$ cat src/rtl/systolic_sched_pkg.sv
// Shared types and constants for the systolic tile scheduler.
//   sched_state_t   : scheduler FSM states
//   MODE_*          : job mode encodings, also used by the memory controller
//   CNT_*           : indices of the phase counters inside the scheduler
//   mode_to_sel()   : job mode -> {systolic_mode, transpose_sel}
//   mode_is_legal() : true for the four defined job modes
package systolic_sched_pkg;

  typedef enum logic [2:0] {
    S_IDLE  = 3'd0,
    S_LOAD  = 3'd1,
    S_COMP  = 3'd2,
    S_FILL  = 3'd3,
    S_DRAIN = 3'd4,
    S_DONE  = 3'd5
  } sched_state_t;

  localparam logic [2:0] MODE_IDLE = 3'd0;
  localparam logic [2:0] MODE_AS   = 3'd1;
  localparam logic [2:0] MODE_SA   = 3'd2;
  localparam logic [2:0] MODE_SB   = 3'd3;
  localparam logic [2:0] MODE_BS   = 3'd4;

  // Phase counter slots: beat counter serves both LOAD and DRAIN.
  localparam int CNT_BEAT = 0;
  localparam int CNT_K    = 1;
  localparam int CNT_FILL = 2;
  localparam int NUM_CNT  = 3;

  // AS/SA are output-stationary, AS/SB use the transposer.
  // Anything else (including MODE_IDLE) decodes to 2'b00.
  function automatic logic [1:0] mode_to_sel(input logic [2:0] mode);
    logic [1:0] sel;
    case (mode)
      MODE_AS: sel = 2'b11;
      MODE_SA: sel = 2'b10;
      MODE_SB: sel = 2'b01;
      default: sel = 2'b00;
    endcase
    return sel;
  endfunction

  function automatic logic mode_is_legal(input logic [2:0] mode);
    return (mode >= MODE_AS) && (mode <= MODE_BS);
  endfunction

endpackage

$ cat src/rtl/sched_phase_cnt.sv
// Loadable down-counter used to time one scheduler phase.
//   clk, rst    : clock, synchronous active-high reset (count -> 0)
//   i_load      : load i_load_val (has priority over i_en)
//   i_load_val  : phase length in beats/cycles
//   i_en        : consume one beat; saturates at zero
//   o_last      : the beat consumed now is the final one of the phase
module sched_phase_cnt #(
  parameter int WIDTH = 16
) (
  input  logic             clk,
  input  logic             rst,
  input  logic             i_load,
  input  logic [WIDTH-1:0] i_load_val,
  input  logic             i_en,
  output logic             o_last
);

  logic [WIDTH-1:0] r_count;

  always_ff @(posedge clk) begin
    if (rst) begin
      r_count <= '0;
    end else if (i_load) begin
      r_count <= i_load_val;
    end else if (i_en && (r_count != '0)) begin
      r_count <= r_count - WIDTH'(1);
    end
  end

  assign o_last = (r_count == WIDTH'(1));

endmodule

$ cat src/rtl/systolic_tile_sched.sv
// Tile scheduler for the 4x4 systolic multiplier. For every output tile it
// runs LOAD (W operand beats), COMP (k_len beats), FILL (2W-1 pipeline
// flush cycles) and DRAIN (W sum beats), then finishes the job in DONE.
// Ports:
//   clk, rst                       : clock, synchronous active-high reset
//   start, job_mode, tile_count,
//   k_len                          : job request, sampled only in IDLE
//   busy, done, err                : job status (registered)
//   fetch_req, fetch_vld           : operand fetch handshake
//   array_en                       : array/transposer advance enable
//   systolic_state, systolic_mode,
//   transpose_sel                  : datapath controls (registered)
//   sum_valid, sum_ready           : partial-sum handshake to accumulator
//   tile_idx                       : current tile, 0-based
// Optional build macro SYSTOLIC_SCHED_PERF_EN adds stall_cycles and
// job_cycles performance counters.
module systolic_tile_sched
  import systolic_sched_pkg::*;
#(
  parameter int SYSTOLIC_WIDTH = 4,
  parameter int CNT_WIDTH      = 16
) (
  input  logic                 clk,
  input  logic                 rst,
  input  logic                 start,
  input  logic [2:0]           job_mode,
  input  logic [CNT_WIDTH-1:0] tile_count,
  input  logic [CNT_WIDTH-1:0] k_len,
  output logic                 busy,
  output logic                 done,
  output logic                 err,
  output logic                 fetch_req,
  input  logic                 fetch_vld,
  output logic                 array_en,
  output logic                 systolic_state,
  output logic                 systolic_mode,
  output logic                 transpose_sel,
  output logic                 sum_valid,
  input  logic                 sum_ready,
  output logic [CNT_WIDTH-1:0] tile_idx
`ifdef SYSTOLIC_SCHED_PERF_EN
  ,
  output logic [31:0]          stall_cycles,
  output logic [31:0]          job_cycles
`endif
);

  sched_state_t r_state, w_state_next;

  logic [2:0]           r_job_mode;
  logic [CNT_WIDTH-1:0] r_tile_count;
  logic [CNT_WIDTH-1:0] r_k_len;
  logic [CNT_WIDTH-1:0] r_tile_idx;
  logic                 r_busy, r_done, r_err;
  logic                 r_sys_state, r_sys_mode, r_tsel;

  logic w_accept, w_reject, w_tile_inc;
  logic w_fetch_req, w_array_en, w_sum_valid;

  logic [NUM_CNT-1:0]   w_cnt_load, w_cnt_en, w_cnt_last;
  logic [CNT_WIDTH-1:0] w_cnt_val [NUM_CNT];

  assign w_cnt_val[CNT_BEAT] = CNT_WIDTH'(SYSTOLIC_WIDTH);
  assign w_cnt_val[CNT_K]    = r_k_len;
  assign w_cnt_val[CNT_FILL] = CNT_WIDTH'(2 * SYSTOLIC_WIDTH - 1);

  generate
    for (genvar gi = 0; gi < NUM_CNT; gi++) begin : g_cnt
      sched_phase_cnt #(.WIDTH(CNT_WIDTH)) u_cnt (
        .clk        (clk),
        .rst        (rst),
        .i_load     (w_cnt_load[gi]),
        .i_load_val (w_cnt_val[gi]),
        .i_en       (w_cnt_en[gi]),
        .o_last     (w_cnt_last[gi])
      );
    end
  endgenerate

  always_ff @(posedge clk) begin
    if (rst) begin
      r_state <= S_IDLE;
    end else begin
      r_state <= w_state_next;
    end
  end

  // Each phase counter is loaded on the transition into its phase, so it
  // always holds the remaining beats of the phase currently running.
  always_comb begin
    w_state_next = r_state;
    w_accept     = 1'b0;
    w_reject     = 1'b0;
    w_tile_inc   = 1'b0;
    w_cnt_load   = '0;
    w_cnt_en     = '0;
    w_fetch_req  = 1'b0;
    w_array_en   = 1'b0;
    w_sum_valid  = 1'b0;
    case (r_state)
      S_IDLE: begin
        if (start) begin
          if (mode_is_legal(job_mode) && (tile_count != '0) && (k_len != '0)) begin
            w_accept             = 1'b1;
            w_state_next         = S_LOAD;
            w_cnt_load[CNT_BEAT] = 1'b1;
          end else begin
            w_reject = 1'b1;
          end
        end
      end
      S_LOAD: begin
        w_fetch_req        = 1'b1;
        w_array_en         = fetch_vld;
        w_cnt_en[CNT_BEAT] = fetch_vld;
        if (fetch_vld && w_cnt_last[CNT_BEAT]) begin
          w_state_next      = S_COMP;
          w_cnt_load[CNT_K] = 1'b1;
        end
      end
      S_COMP: begin
        w_fetch_req     = 1'b1;
        w_array_en      = fetch_vld;
        w_cnt_en[CNT_K] = fetch_vld;
        if (fetch_vld && w_cnt_last[CNT_K]) begin
          w_state_next         = S_FILL;
          w_cnt_load[CNT_FILL] = 1'b1;
        end
      end
      S_FILL: begin
        w_array_en         = 1'b1;
        w_cnt_en[CNT_FILL] = 1'b1;
        if (w_cnt_last[CNT_FILL]) begin
          w_state_next         = S_DRAIN;
          w_cnt_load[CNT_BEAT] = 1'b1;
        end
      end
      S_DRAIN: begin
        w_sum_valid        = 1'b1;
        w_array_en         = sum_ready;
        w_cnt_en[CNT_BEAT] = sum_ready;
        if (sum_ready && w_cnt_last[CNT_BEAT]) begin
          if (r_tile_idx == (r_tile_count - CNT_WIDTH'(1))) begin
            w_state_next = S_DONE;
          end else begin
            w_state_next         = S_LOAD;
            w_cnt_load[CNT_BEAT] = 1'b1;
            w_tile_inc           = 1'b1;
          end
        end
      end
      S_DONE: begin
        w_state_next = S_IDLE;
      end
      default: begin
        w_state_next = S_IDLE;
      end
    endcase
  end

  // Registered outputs are computed from the next state so they line up
  // with the state they describe.
  always_ff @(posedge clk) begin
    if (rst) begin
      r_job_mode   <= MODE_IDLE;
      r_tile_count <= '0;
      r_k_len      <= '0;
      r_tile_idx   <= '0;
      r_busy       <= 1'b0;
      r_done       <= 1'b0;
      r_err        <= 1'b0;
      r_sys_state  <= 1'b0;
      r_sys_mode   <= 1'b0;
      r_tsel       <= 1'b0;
    end else begin
      if (w_accept) begin
        r_job_mode   <= job_mode;
        r_tile_count <= tile_count;
        r_k_len      <= k_len;
      end
      // Bypass the latch on the accept edge so the mode controls are
      // already valid in the first LOAD cycle.
      {r_sys_mode, r_tsel} <= mode_to_sel(w_accept ? job_mode : r_job_mode);
      if (w_tile_inc) begin
        r_tile_idx <= r_tile_idx + CNT_WIDTH'(1);
      end else if (r_state == S_DONE) begin
        r_tile_idx <= '0;
      end
      r_busy      <= w_state_next inside {S_LOAD, S_COMP, S_FILL, S_DRAIN};
      r_done      <= (w_state_next == S_DONE);
      r_err       <= w_reject;
      r_sys_state <= w_state_next inside {S_COMP, S_FILL, S_DRAIN};
    end
  end

  assign busy           = r_busy;
  assign done           = r_done;
  assign err            = r_err;
  assign systolic_state = r_sys_state;
  assign systolic_mode  = r_sys_mode;
  assign transpose_sel  = r_tsel;
  assign tile_idx       = r_tile_idx;
  assign fetch_req      = w_fetch_req;
  assign array_en       = w_array_en;
  assign sum_valid      = w_sum_valid;

`ifdef SYSTOLIC_SCHED_PERF_EN
  logic [31:0] r_stall_cycles;
  logic [31:0] r_job_cycles;
  logic        w_stall;

  assign w_stall = (((r_state == S_LOAD) || (r_state == S_COMP)) && !fetch_vld) ||
                   ((r_state == S_DRAIN) && !sum_ready);

  always_ff @(posedge clk) begin
    if (rst) begin
      r_stall_cycles <= '0;
      r_job_cycles   <= '0;
    end else if (w_accept) begin
      r_stall_cycles <= '0;
      r_job_cycles   <= '0;
    end else begin
      if (w_stall) begin
        r_stall_cycles <= r_stall_cycles + 32'd1;
      end
      if (r_busy) begin
        r_job_cycles <= r_job_cycles + 32'd1;
      end
    end
  end

  assign stall_cycles = r_stall_cycles;
  assign job_cycles   = r_job_cycles;
`else
  // Performance counters are not built in this configuration.
`endif

endmodule

$ cat config.mk
export PLATFORM = sky130hd
export DESIGN_NAME = systolic_tile_sched
export DESIGN_NICKNAME = d
export VERILOG_FILES = /design/src/rtl/systolic_sched_pkg.sv /design/src/rtl/sched_phase_cnt.sv /design/src/rtl/systolic_tile_sched.sv
export SDC_FILE = /design/constraint.sdc
export NUM_CORES = 1
export LEC_CHECK = 0
export ABC_AREA = 0
export BUFFER_PORTS_ARGS = -buffer_cell sky130_fd_sc_hd__buf_2
export CAP_MARGIN = 20
export CELL_PAD_IN_SITES_DETAIL_PLACEMENT = 1
export CELL_PAD_IN_SITES_GLOBAL_PLACEMENT = 2
export CORE_ASPECT_RATIO = 0.6
export CORE_MARGIN = 2
export CORE_UTILIZATION = 35
export CTS_CLUSTER_DIAMETER = 100
export DETAILED_ROUTE_END_ITERATION = 6
export PLACE_DENSITY_LB_ADDON = 0.1
export SLEW_MARGIN = 20
export SYNTH_ARGS = -nofsm -noshare
export SYNTH_HDL_FRONTEND = slang
export SYNTH_SLANG_ARGS = --single-unit
$ cat constraint.sdc
create_clock -name clk -period 2.9 [get_ports clk]
set_input_delay 0.145 -clock clk [delete_from_list [all_inputs] [get_ports clk]]
set_output_delay 0.145 -clock clk [all_outputs]
set_load 0.02 [all_outputs]
======== Yosys cells after proc, flatten, opt, wreduce, memory -nomap -nowiden ========
Cells that the tools add are included.
word-level totals
  register bits ........................... 108
operators by class
  muxes and demuxes ....................... 37
  reduce and logical (&&, ||, !) cells .... 25
  bitwise logic cells ..................... 2
  eq/ne operators ......................... 17
  order comparisons ....................... 2
  $add $sub $neg .......................... 5
operators by type and width
  cell                   count
  $reduce_bool 16->1     5
  $mux 16                4
  $sub 16x1->16 const B  4
  $eq 16x1->1 const B    3
  $mux 3                 12
  $eq 3x2->1 const B     6
  $add 16x1->16 const B  1
  $eq 16x16->1           1
  $mux 1                 16
  $pmux 3 s5             1
  $eq 3x3->1 const B     4
  $eq 3x1->1 const B     3
  $logic_and 1x1->1      9
  $reduce_bool 2->1      4
  $pmux 1 s3             2
  $pmux 2 s3             1
  $reduce_or 2->1        3
  $reduce_bool 4->1      1
  $ge 3x1->1 const B     1
  $le 3x3->1 const B     1
  $logic_not 3->1        1
  $reduce_bool 3->1      1
  $reduce_or 3->1        1
  $not 1->1              2
  $pmux 1 s2             1

======== Depth between registers and ports, before layout ========
Gate-level depths: netlist (run 1).
  depth after elaboration ................. 10
  mapped depth ............................ 12
  mapped depth without buffers ............ 10

======== Cells and area by module ========
Synthesis (run 1) repeated with hierarchy kept, for this count alone.
unflattened totals
  cell total of the unflattened synthesis .. 738
  area, all modules ....................... 6244.7 µm²
by module, submodules not included
  module                                cells an instance  sequential area each (µm²)  area each (µm²)  times used
  systolic_tile_sched                   370                1201.2                      3194.3           1
  sched_phase_cnt (g_cnt[1].u_cnt ...)  124                320.3                       1019.7           2
  sched_phase_cnt (g_cnt[0].u_cnt)      120                320.3                       1011.0           1

======== Worst setup path after synthesis (run 1) ========
No wires, ideal clock.
  path type ............................... reg-to-reg
  start ................................... register r_tile_count[0]
  end ..................................... register r_tile_idx[15], in the netlist tile_idx[15]
  arrival time ............................ 2.378 ns
  path slack .............................. 0.405 ns
  library setup time ...................... 0.117 ns
  cell stages (with the launch flop) ...... 13
  period minus slack after synthesis ...... 2.495 ns
  data required time ...................... 2.783 ns
  cell sequence ........................... dfxtp_1 -> buf_2 -> inv_1 -> ha_1 -> nor3b_2 -> a41oi_1 -> nor4_1 -> nor4b_1 -> nand4b_1 -> nor3_2 -> nor2_1 -> buf_2 -> a32o_1
between the ends
  cells in the longest elaborated chain, start to end .. 6
ends and longest elaborated chain
  item                                          RTL line                    RTL
  from (decl)                                   systolic_tile_sched.sv:51   logic [CNT_WIDTH-1:0] r_tile_count;
  from (signal assigned)                        systolic_tile_sched.sv:178  r_tile_count <= tile_count;
  $sub 16x1->16 *                               systolic_tile_sched.sv:143  if (r_tile_idx == (r_tile_count - CNT_WIDTH'(1))) begin
  $eq 16x16->1 *                                systolic_tile_sched.sv:143
  $mux 1 *                                      systolic_tile_sched.sv:143
  $mux 1 *                                      systolic_tile_sched.sv:142  if (sum_ready && w_cnt_last[CNT_BEAT]) begin
  $mux 1 *                                      systolic_tile_sched.sv:100  case (r_state)
  $mux 16 or $reduce_bool 2->1 (tied branches)  n/a
  to (signal assigned)                          systolic_tile_sched.sv:185  r_tile_idx <= r_tile_idx + CNT_WIDTH'(1);
  to (decl)                                     systolic_tile_sched.sv:53   logic [CNT_WIDTH-1:0] r_tile_idx;
Mark *: on every way between the ends. The rest lies on a longest branch, timed or not.
A chain may end at the register's enable or synchronous reset.

======== Worst setup path in the final report (run 1) ========
  start ................................... register r_tile_count[1]
  end ..................................... register r_tile_idx[15], in the netlist tile_idx[15]
The elaborated chain is that of the path after synthesis.

==> results of run 1 <==
[metal layers]
metal | vias to the layer above | wire, µm | GRT usage, % | part of all wire, %
li1 | 2640 | - | - | -
met1 | 2561 | 9729 | 33.03 | 55
met2 | 113 | 6885 | 28.81 | 39
met3 | 8 | 1014 | 3.954 | 5.7
met4 | 0 | 106 | 3.050 | 0.60
met5 | - | 0 | 0 | 0
[final timing paths]
path                                endpoint  slack, ps
hold / removal                    r_k_len[9]         40
setup reg to reg                tile_idx[15]        180
hold reg to reg   g_cnt[1].u_cnt.r_count[11]        460
setup / recovery                tile_idx[15]        180
[what timing repair did]
action / in CTS / in global routing
resized for setup: 2 / 12
buffers inserted: 0 / 2
setup endpoints to repair: 14 / 28
pin swaps: 0 / 4
gates cloned: 0 / 1
[cells in the mapped netlist (5+ instances only)]
library cell | instances | area, µm²
nand2_1 | 113 | 424.2
dfxtp_1 | 108 | 2162
a21oi_1 | 69 | 345.3
nor2_1 | 54 | 202.7
nand3_1 | 32 | 160.2
xnor2_1 | 32 | 280.3
nor3_1 | 26 | 130.1
clkbuf_1 | 25 | 93.84
xor2_1 | 23 | 201.4
nor4_1 | 21 | 131.4
o21ai_0 | 19 | 95.09
or3_1 | 19 | 118.9
inv_1 | 18 | 67.56
a211oi_1 | 12 | 90.09
a21o_1 | 12 | 90.09
and3_1 | 9 | 56.30
ha_1 | 8 | 100.1
mux2i_1 | 8 | 80.08
nor3_2 | 8 | 80.08
buf_2 | 6 | 30.03
nand3b_1 | 5 | 37.54
nand4_1 | 5 | 31.28
nor2_2 | 5 | 31.28
[critical path: stages, from the launching register on]
cell and delay [ps]:
dfxtp_2 360, inv_1 60, ha_2 230, nor3b_4 270, a41oi_2 190, nor4_4 280, nor4b_1 260, nand3_1 190
o31ai_4 380, and2_2 300, a32o_1 140
[cell usage in the layout (no fill, tap or decap), types with 12 or more instances in the layout]
cell        n
a211oi_1   12
a21o_1     12
a21oi_1    68
buf_2      64
buf_4      24
dfxtp_1   107
inv_1      18
nand2_1   113
nand3_1    32
nor2_1     52
nor3_1     25
nor4_1     20
o21ai_0    19
or3_1      19
xnor2_1    32
xor2_1     23
[flip-flops by register name, summed over array words and instances, names as in the netlist]
register / flops
done: 1
r_tile_count: 16
r_job_mode: 3
busy: 1
transpose_sel: 1
r_k_len: 16
tile_idx: 16
systolic_mode: 1
r_state: 3
g_cnt.u_cnt.r_count: 48
err: 1
systolic_state: 1
[per-stage QoR]
step / hold WS (ps) / util [%]
2_1_floorplan: 281.0 / -
4_1_cts: 27.83 / 41.26
3_5_place_dp: 404.2 / 38.97
3_3_place_gp: 400.1 / 38.97
5_1_grt: 34.00 / 41.79
6_report: 36.28 / 41.79
[power breakdown]
part / switching, mW / total (mW) / internal [mW]
Clock: 0.605 / 1.48 / 0.878
Combinational: 0.292 / 0.473 / 0.181
Sequential: 0.0503 / 1.58 / 1.53
Total: 0.948 / 3.53 / 2.58
[cells by family (layout without fill, tap and decap cells)]
family,after synthesis,in the layout
AOI/OAI and AO/OA,140,140
muxes,8,8
and+or+nand+nor,339,340
xor gates and xnor gates,55,55
adders and majority gates,8,8
DFF,108,108
buffers and inverters,55,123
[final cells by class]
cell class / instances / area, µm²
fillers: 1950 / 9360
multi-input cells: 551 / 3361
flip-flops and latches: 108 / 2163
repair buffers: 89 / 511.7
well taps: 209 / 261.5
clock buffers: 10 / 239.0
clock inverters: 6 / 116.4
inverters: 18 / 67.56
==> key figures, run 1 <==
Drt
  • Antenna viol nets, final: 0
  • Initial drt markers: approximately 310
  • Detailed Route WL: 17740 µm
  • Vias: 5322
  • Vias per cell: between 5 and 6
  • Routed WL per cell: 17.90 µm
  • Pre-antenna DRT Iters: 4
  • DR DRC count: 0

CTS
  • CTS tree: yes
  • Clock tree buffer depth: 2
  • Clock slew at the register clock pins of the worst setup and hold paths: 80 ps
  • Clock Sink Count: about 110
  • Root Buffer: clkbuf_16
  • H-tree Lvls: 3
  • Cts bufs inserted: 9
  • Clk Latency, worst-skew pair: 350 ps
  • Hold_buf cts: 0

Synthesis
  • Number of synthesized flops with an enable pin: 0
  • Adder-cell share of the synthesized area: 1.759%
  • Xor/xnor share of the synthesized area: under 10%
  • Synth Flop Type: dfxtp_1
  • Seq/Total Area, Yosys: 37.99%
  • Synth warn: 0
  • Yosys cell types: 62
  • Number of cells produced by synthesis: 713
  • Compound-gate portion of the synthesized area: 15.22%
  • Simple logic cell fraction of the synthesized area: 30.80%
  • Post-synthesis cell area: 5690 µm²
  • Number of synthesized register bits: 108
  • Net Count, Synth: 761
  • Mux share of post-synthesis cell area: roughly 1.4%
  • Post-synthesis async set-or-reset flop share: 0%
  • Average size of a mapped cell: 7.981 µm²
  • Largest family of logic cells by synthesized area: simple AND/OR/NAND/NOR gates

Layout
  • Nets: approximately 830
  • Diode count: 0
  • Fraction of layout cells with a size suffix above 1: 18.41%
  • Syn-to-layout area delta: 18.10%
  • Final cell count without fillers: between 900 and 1000
  • Post-Layout Inst Area: 6720 µm²

Floorplan
  • Die width: 168.6 µm
  • Boundary Pins: 65
  • Row count: 36
  • Initial core utilization: 35.39%
  • Die ar.: 17330 µm²
  • DIE HEIGHT: 102.8 µm
  • CORE AREA: between 15000 and 20000 µm²

Placed design
  • DP Wirelength: between 10000 and 15000 µm
  • Dpl cells: a little under 1000
  • # port buffers: 64
  • GP Congestion: 0.8595
  • Placed Area: 6267 µm²
  • Post-Place Worst Slack: -36.30 ps

Hold path
  • Hold path cells: 3
  • Hold Path Class: input port to flop
  • Min-Delay Startpoint: k_len[9]

STA
  • Final WS setup: around 180 ps
  • Final Hold Viols: 0
  • Slew at the pin closest to its max-slew limit: approximately 700 ps
  • Final setup violation count: 0
  • Fmax: 368.0 MHz
  • Relative slew slack: approximately 53%
  • Min Tclk post-route: approximately 2700 ps
  • Final setup skew: ~12 ps
  • Final Max Tran Viols: 0
  • Fin crit share: a little over nine tenths
  • Setup_tns: 0 ps

GRT
  • Initial antenna violation count: 0
  • Gr usage total: between 20% and 30%
  • Total gr overflow: 0
  • Vias in the first global route: 5158
  • Largest net degree at the start of global routing: 55
  • First-pass GRT wire length: approximately 28000 µm

Setup path
  • Worst-path fanout max: 8
  • R2r startpoint: r_tile_count[1]
  • Worst EP required: 3190 ps
  • Startpoint Class: flop
  • CP endpoint kind: flop
  • CP Data Arrival Time: about 3000 ps
  • Critical path origin: r_tile_count[1]
  • WS Path Type: flop to flop
  • Worst-case reg-to-reg path depth: 10

Outcome
  • Status: finished, final reports clean

Power
  • Pleak: 2.684 nW
  • PwrDens: roughly 530 nW/µm²
  • VDD IR max: 322.3 µV
  • Total power: 3.533 mW

Flow run
  • Max-cap violation count: 0
No activity file was read; power rests on OpenSTA's default activity.
==> run 2: changes to the inputs <==
- ABC_AREA: 0 -> 1
- CORE_UTILIZATION: 35 -> 33
==> key figures, run 2 <==
Setup path
  • CP endpoint kind: flop
  • Worst EP required: 3190 ps (about the same)
  • Flop2flop setup slack: 280 ps (+100 ps)
  • Worst reg2reg path endpoint: g_cnt[0].u_cnt.r_count[4]
  • Critical path's slowest cell: dfxtp_1
  • Startpoint Class: flop
  • Cell Chain, Critical Path: inv_1 -> ha_2 -> nand2_1 -> nor2_2 -> nand2_1 -> nand3_1 -> nand3_1 -> nor2_1 -> nor3b_2 -> nand3_2 -> nand2_4 -> nand3_4 -> buf_12 -> nor3_1
  • WS Path Type: flop to flop
  • Crit-path max cell delay: 310 ps (-70 ps)
  • CP Data Arrival Time: 2910 ps (-100 ps)
  • Worst-path fanout max: 19 (+11)
  • R2r startpoint: r_tile_count[0]
  • Worst-case reg-to-reg path depth: 14 (+4)

Power
  • Clock power share: 38.0% (-4.0 points)
  • Combinational share of power: 18.6% (+5.2 points)
  • Internal power: 2.560 mW (-0.96%)
  • PwrDens: 519.1 nW/µm² (-1.3%)
  • Pleak: 3.266 nW (+22%)
  • VDD IR max: 317.5 µV (-1.5%)
  • Sequential share of power: 43.4% (-1.2 points)
  • P_sw: 1.120 mW (+18%)
  • Sw Share: 30.43% (+3.6 points)

STA
  • Slew at the pin closest to its max-slew limit: 708.1 ps (+9.806 ps)
  • Relative slew slack: 52.66% (-0.36 points)
  • Fin crit share: 90.36% (-3.3 points)
  • Final Hold Viols: 0 (unchanged)
  • Fmax: 381.6 MHz (+3.7%)
  • Setup_tns: 0 ps (unchanged)
  • Final Max Tran Viols: 0 (unchanged)
  • Min Tclk post-route: 2621 ps (-96.92 ps)
  • Final setup skew: 8.647 ps (-3.084 ps)
  • Final setup violation count: 0 (unchanged)
  • RSZ-0062 raised after global routing: false

Layout
  • Reg area: 2162 µm² (about the same)
  • Nets: 1038 (+26%)
  • Fill count: 2376 (+22%)
  • Area of the multi-input gates: 3390 µm² (+0.86%)
  • Syn-to-layout area delta: 15.26%
  • Largest Register: g_cnt.u_cnt.r_count
  • Commonest non-fill, non-tap cell in the layout: nand2_1
  • Final cell count without fillers: 1235 (+25%)
  • Diode count: 0 (unchanged)
  • Most frequent cells in the layout: nand2_1 (195), nor2_1 (139), inv_1 (121)
  • Largest register FFs: 48 (unchanged)
  • Fraction of layout cells with a size suffix above 1: 13.17% (-5.2 points)

Synthesis
  • Compound-gate portion of the synthesized area: 11.80% (-3.4 points)
  • Top-count cell post-synth: nand2_1
  • Simple logic cell fraction of the synthesized area: 35.52% (+4.7 points)
  • Synth Flop Type: dfxtp_1
  • Average size of a mapped cell: 6.641 µm² (-17%)
  • Seq/Total Area, Yosys: 35.16% (-2.8 points)
  • Yosys cell types: 41 (-34%)
  • Net Count, Synth: 974 (+28%)
  • Xor/xnor share of the synthesized area: 6.124% (-2.3 points)
  • Top-area cell type share of the netlist area: 35.16% (-2.8 points)
  • Largest family of logic cells by synthesized area: simple AND/OR/NAND/NOR gates
  • Synth area leaders: dfxtp_1 (35%), nand2_1 (12%), nor2_1 (8.5%), inv_1 (7.4%), o21ai_0 (5.0%)
  • Number of synthesized flops with an enable pin: 0 (unchanged)
  • Adder-cell share of the synthesized area: 1.628% (-0.13 points)
  • Post-synthesis cell area: 6150 µm² (+8.1%)
  • Area leader, netlist: dfxtp_1
  • Post-synthesis async set-or-reset flop share: 0% (unchanged)
  • Number of cells produced by synthesis: 926 (+30%)
  • Most common library cells after synthesis: nand2_1 (195), nor2_1 (139), inv_1 (121)
  • Mux share of post-synthesis cell area: 0% (-1.4 points)
  • Number of synthesized register bits: 108 (unchanged)
  • Synth warn: 0 (unchanged)

Floorplan
  • Row count: 38 (+5.6%)
  • CORE AREA: 18160 µm² (+13%)
  • DIE HEIGHT: 109.7 µm (+6.8%)
  • Die width: 180.2 µm (+6.9%)
  • Die ar.: 19780 µm² (+14%)
  • Initial core utilization: 33.86% (-1.5 points)
  • Boundary Pins: 65 (unchanged)

CTS
  • H-tree Lvls: 3 (unchanged)
  • Clock Sink Count: 108 (unchanged)
  • Cts bufs inserted: 9 (unchanged)
  • Hold_buf cts: 0 (unchanged)
  • CTS tree: yes
  • Root Buffer: clkbuf_16
  • Clock tree buffer depth: 2 (unchanged)
  • Clock slew at the register clock pins of the worst setup and hold paths: 80 ps (about the same)
  • Clk Latency, worst-skew pair: 370 ps (+20 ps)

GRT
  • First-pass GRT wire length: 31770 µm (+13%)
  • Gr usage total: 21.03% (+0.30 points)
  • Largest net degree at the start of global routing: 49 (-11%)
  • Total gr overflow: 0 (unchanged)
  • Vias in the first global route: 5505 (+6.7%)
  • Initial antenna violation count: 0 (unchanged)

Placed design
  • GP Congestion: 0.8065 (-6.2%)
  • DP Wirelength: 15770 µm (+19%)
  • Dpl cells: 1218 (+25%)
  • # port buffers: 64 (unchanged)

Hold path
  • Hold Path End: r_k_len[2]
  • Hold path cells: 3 (unchanged)
  • Min-Delay Startpoint: k_len[2]
  • Hold Path Class: input port to flop

Drt
  • Initial drt markers: 424 (+39%)
  • Routed WL per cell: 16.39 µm (-8.4%)
  • Vias: 5992 (+13%)
  • DR DRC count: 0 (unchanged)
  • Vias per cell: 4.852 (-9.7%)
  • Antenna viol nets, final: 0 (unchanged)
  • Pre-antenna DRT Iters: 5 (+1)
  • Detailed Route WL: 20240 µm (+14%)

Flow run
  • Max-cap violation count: 0 (unchanged)

Outcome
  • Status: finished, final reports clean
[run 2: power groups by stage]
stage | clock network, mW | logic [mW] | registers [mW]
floorplan | 0 | 0.478 | 1.62
global placement | 0 | 0.670 | 1.63
detailed placement | 0 | 0.670 | 1.63
CTS | 1.45 | 0.674 | 1.60
global route | 1.51 | 0.773 | 1.61
finish | 1.40 | 0.683 | 1.60
[run 2: worst max-delay path, delay by kind of cell (launching register included)]
kind | cells | cell delay [ps]
adders and majority gates | 1 | 300
buffers and inverters | 2 | 310
DFF | 1 | 310
and+or+nand+nor | 11 | 1590
[run 2: metal layers]
metal  track usage (%)  up-vias  wire (µm)
li1                  -     3107          -
met1             35.25     2786      12390
met2             25.90       92       7092
met3             4.439        7        660
met4             3.975        0         99
met5                 0        -          0
[run 2: repair_timing]
| action | 4_1_cts | 5_1_grt |
|---|---|---|
| buffers inserted | 0 | 1 |
| gates resized for setup | 0 | 1 |
| setup endpoints to repair | 0 | 15 |
[run 2: area by class of cell]
cell class	instances	area share (%)
multi-input cells	669	47.82
flip-flops and latches	108	30.50
inverters	122	6.461
repair buffers	80	6.390
well taps	240	4.237
clock buffers	11	3.425
clock inverters	5	1.165
[run 2: kinds of logic after synthesis]
| kind of cell | count (synthesis) |
|---|---|
| xor+xnor | 43 |
| buf+inv | 149 |
| fa+ha+maj | 8 |
| simple gates | 482 |
| flops | 108 |
| compound gates | 136 |
[run 2: how the worst max path moves through the flow]
stage,startpoint,to,cells past startpoint
2_1_floorplan,r_tile_count[0],g_cnt[0].u_cnt.r_count[9],14
3_3_place_gp,r_tile_count[0],g_cnt[0].u_cnt.r_count[4],13
3_5_place_dp,r_tile_count[0],g_cnt[0].u_cnt.r_count[4],13
4_1_cts,r_tile_count[0],g_cnt[0].u_cnt.r_count[0],13
5_1_grt,r_tile_count[0],g_cnt[0].u_cnt.r_count[4],14
6_report,r_tile_count[0],g_cnt[0].u_cnt.r_count[4],14
[run 2: through the flow]
stage	setup slack, ps	hold WS, ps	util (%)	area [µm²]	power, mW
2_1_floorplan	813.2	311.7	-	6150	2.097
3_3_place_gp	165.1	422.9	37.11	6740	2.300
3_5_place_dp	81.47	424.1	37.11	6740	2.302
4_1_cts	49.81	28.55	38.90	7066	3.726
5_1_grt	45.72	66.29	39.03	7088	3.888
6_report	279.4	46.27	39.03	7088	3.680
==> run 3: changes to the inputs <==
- CORE_ASPECT_RATIO: 0.6 -> 0.8
- SKIP_CTS_REPAIR_TIMING: unset -> 1
==> key figures, run 3 (synthesized netlist as in run 2, its figures left out) <==
Setup path
  • CP Capture Point: tile_idx[6]
  • Worst-case reg-to-reg path depth: 14 (unchanged)
  • Startpoint Class: flop
  • WS Path Type: flop to flop
  • CP Data Arrival Time: 2860 ps (-50 ps)
  • Worst-path fanout max: 13 (-6)
  • R2r startpoint: r_tile_count[0]
  • Critical path origin: r_tile_count[0]
  • CP endpoint kind: flop
  • Flop2flop setup slack: 310 ps (+30 ps)
  • Worst reg2reg path endpoint: tile_idx[6]
  • Worst EP required: 3170 ps (-20 ps)

STA
  • Final setup violation count: 0 (unchanged)
  • Relative slew slack: 51.18% (-1.5 points)
  • Min Tclk post-route: 2589 ps (-31.85 ps)
  • Smallest hold slack: 47.34 ps (+1.062 ps)
  • Final WS setup: 311.3 ps (+31.85 ps)
  • Slew at the pin closest to its max-slew limit: 730.2 ps (+22.11 ps)
  • Setup_tns: 0 ps (unchanged)
  • Final Max Tran Viols: 0 (unchanged)
  • RSZ-0062 raised after global routing: false
  • Fin crit share: 89.27% (-1.1 points)
  • Fmax: 386.3 MHz (+1.2%)
  • Final Hold Viols: 0 (unchanged)
  • Final setup skew: 14.12 ps (+5.471 ps)

Floorplan
  • Die width: 156.6 µm (-13%)
  • Initial core utilization: 33.75% (-0.11 points)
  • Boundary Pins: 65 (unchanged)
  • CORE AREA: 18220 µm² (+0.33%)
  • Die ar.: 19750 µm² (-0.14%)
  • Row count: 44 (+16%)
  • DIE HEIGHT: 126.1 µm (+15%)

Placed design
  • DP Wirelength: 14280 µm (-9.5%)
  • Post-Place Worst Slack: 83.55 ps (+2.082 ps)
  • # port buffers: 64 (unchanged)
  • GP Congestion: 0.8002 (-0.78%)

Drt
  • Antenna viol nets, final: 0 (unchanged)
  • Routed WL per cell: 14.71 µm (-10%)
  • Pre-antenna DRT Iters: 4 (-1)
  • Detailed Route WL: 18320 µm (-9.5%)
  • Vias per cell: 4.748 (-2.1%)
  • DR DRC count: 0 (unchanged)
  • Vias: 5911 (-1.4%)
  • Initial drt markers: 303 (-29%)

CTS
  • Root Buffer: clkbuf_16
  • Clk Latency, worst-skew pair: 360 ps (about the same)
  • Clock Sink Count: 108 (unchanged)
  • Cts bufs inserted: 9 (unchanged)
  • H-tree Lvls: 3 (unchanged)
  • Clock tree buffer depth: 2 (unchanged)
  • CTS tree: yes
  • Clock slew at the register clock pins of the worst setup and hold paths: 80 ps (about the same)

Flow run
  • Max-cap violation count: 0 (unchanged)

GRT
  • Gr usage total: 19.47% (-1.6 points)
  • Largest net degree at the start of global routing: 33 (-33%)
  • First-pass GRT wire length: 31010 µm (-2.4%)
  • Initial antenna violation count: 0 (unchanged)
  • Vias in the first global route: 6083 (+10%)
  • Total gr overflow: 0 (unchanged)

Power
  • PwrDens: 509.9 nW/µm² (-1.8%)
  • Pleak: 3.246 nW (-0.60%)
  • VDD IR max: 301.9 µV (-4.9%)

Layout
  • Syn-to-layout area delta: 15.06%
  • Most frequent cells in the layout: nand2_1 (195), nor2_1 (139), inv_1 (121)
  • Diode count: 0 (unchanged)
  • Fill count: 2419 (+1.8%)
  • Commonest non-fill, non-tap cell in the layout: nand2_1
  • Fin util: 38.83% (-0.20 points)
  • Largest register FFs: 48 (unchanged)
  • Fraction of layout cells with a size suffix above 1: 13.00% (-0.16 points)
  • Largest Register: g_cnt.u_cnt.r_count
  • Nets: 1035 (-0.29%)

Outcome
  • Status: finished, final reports clean

Hold path
  • Hold Path Class: input port to flop
run 3: area by class of cell:
type / instances / area [µm²] / area share, %
tap: 253 / 316.6 / 4.474
inverter: 122 / 457.9 / 6.472
clock inverter: 7 / 102.6 / 1.450
multi-input combinational: 669 / 3393 / 47.96
timing repair buffer: 77 / 417.9 / 5.906
sequential: 108 / 2162 / 30.56
clock buffer: 9 / 225.2 / 3.183
run 3: worst max-delay path, cell delays in order (launching register included):
cell     delay (ps)
dfxtp_1         320
inv_1           140
ha_1            340
nand2_1         110
nor2_2          160
nand2_1         100
nand3_1          80
nand3_1          70
nor2_1          120
nor3b_2         200
nand3_2         190
nand2_4         160
buf_4           210
nand3_1         100
a21oi_1         190
run 3: where the power goes:
group / leakage [nW] / total (mW) / internal (mW) / switching, mW
Combinational: 2.21 / 0.652 / 0.225 / 0.426
Sequential: 0.877 / 1.59 / 1.54 / 0.0484
Clock: 0.160 / 1.36 / 0.705 / 0.659
run 3: worst min-delay path by stage:
stage	start	endpoint	slack (ps)	cells after the start
detailed placement	k_len[9]	r_k_len[9]	430	3
global placement	tile_count[7]	r_tile_count[7]	420	3
floorplan	k_len[11]	r_k_len[11]	310	2
global route	tile_count[7]	r_tile_count[7]	70	3
finish	k_len[9]	r_k_len[9]	50	3
CTS	k_len[9]	r_k_len[9]	40	3
run 3: per-layer routing:
metal  wire length [µm]  vias up  GRT usage (%)
met5                  0        -              0
met4                154        0          4.263
met2               8517       48          32.52
met1               9269     2744          26.66
li1                   -     3109              -
met3                377       10          2.822
run 3: metrics by stage:
stage | std cells | total power [mW] | instance area [µm²]
final | 1245 | 3.608 | 7076
after global routing | 1245 | 3.815 | 7076
after CTS | 1245 | 3.665 | 7069
after detailed placement | 1229 | 2.284 | 6741
after global placement | 1229 | 2.282 | 6741
after floorplan | 926 | 2.097 | 6150
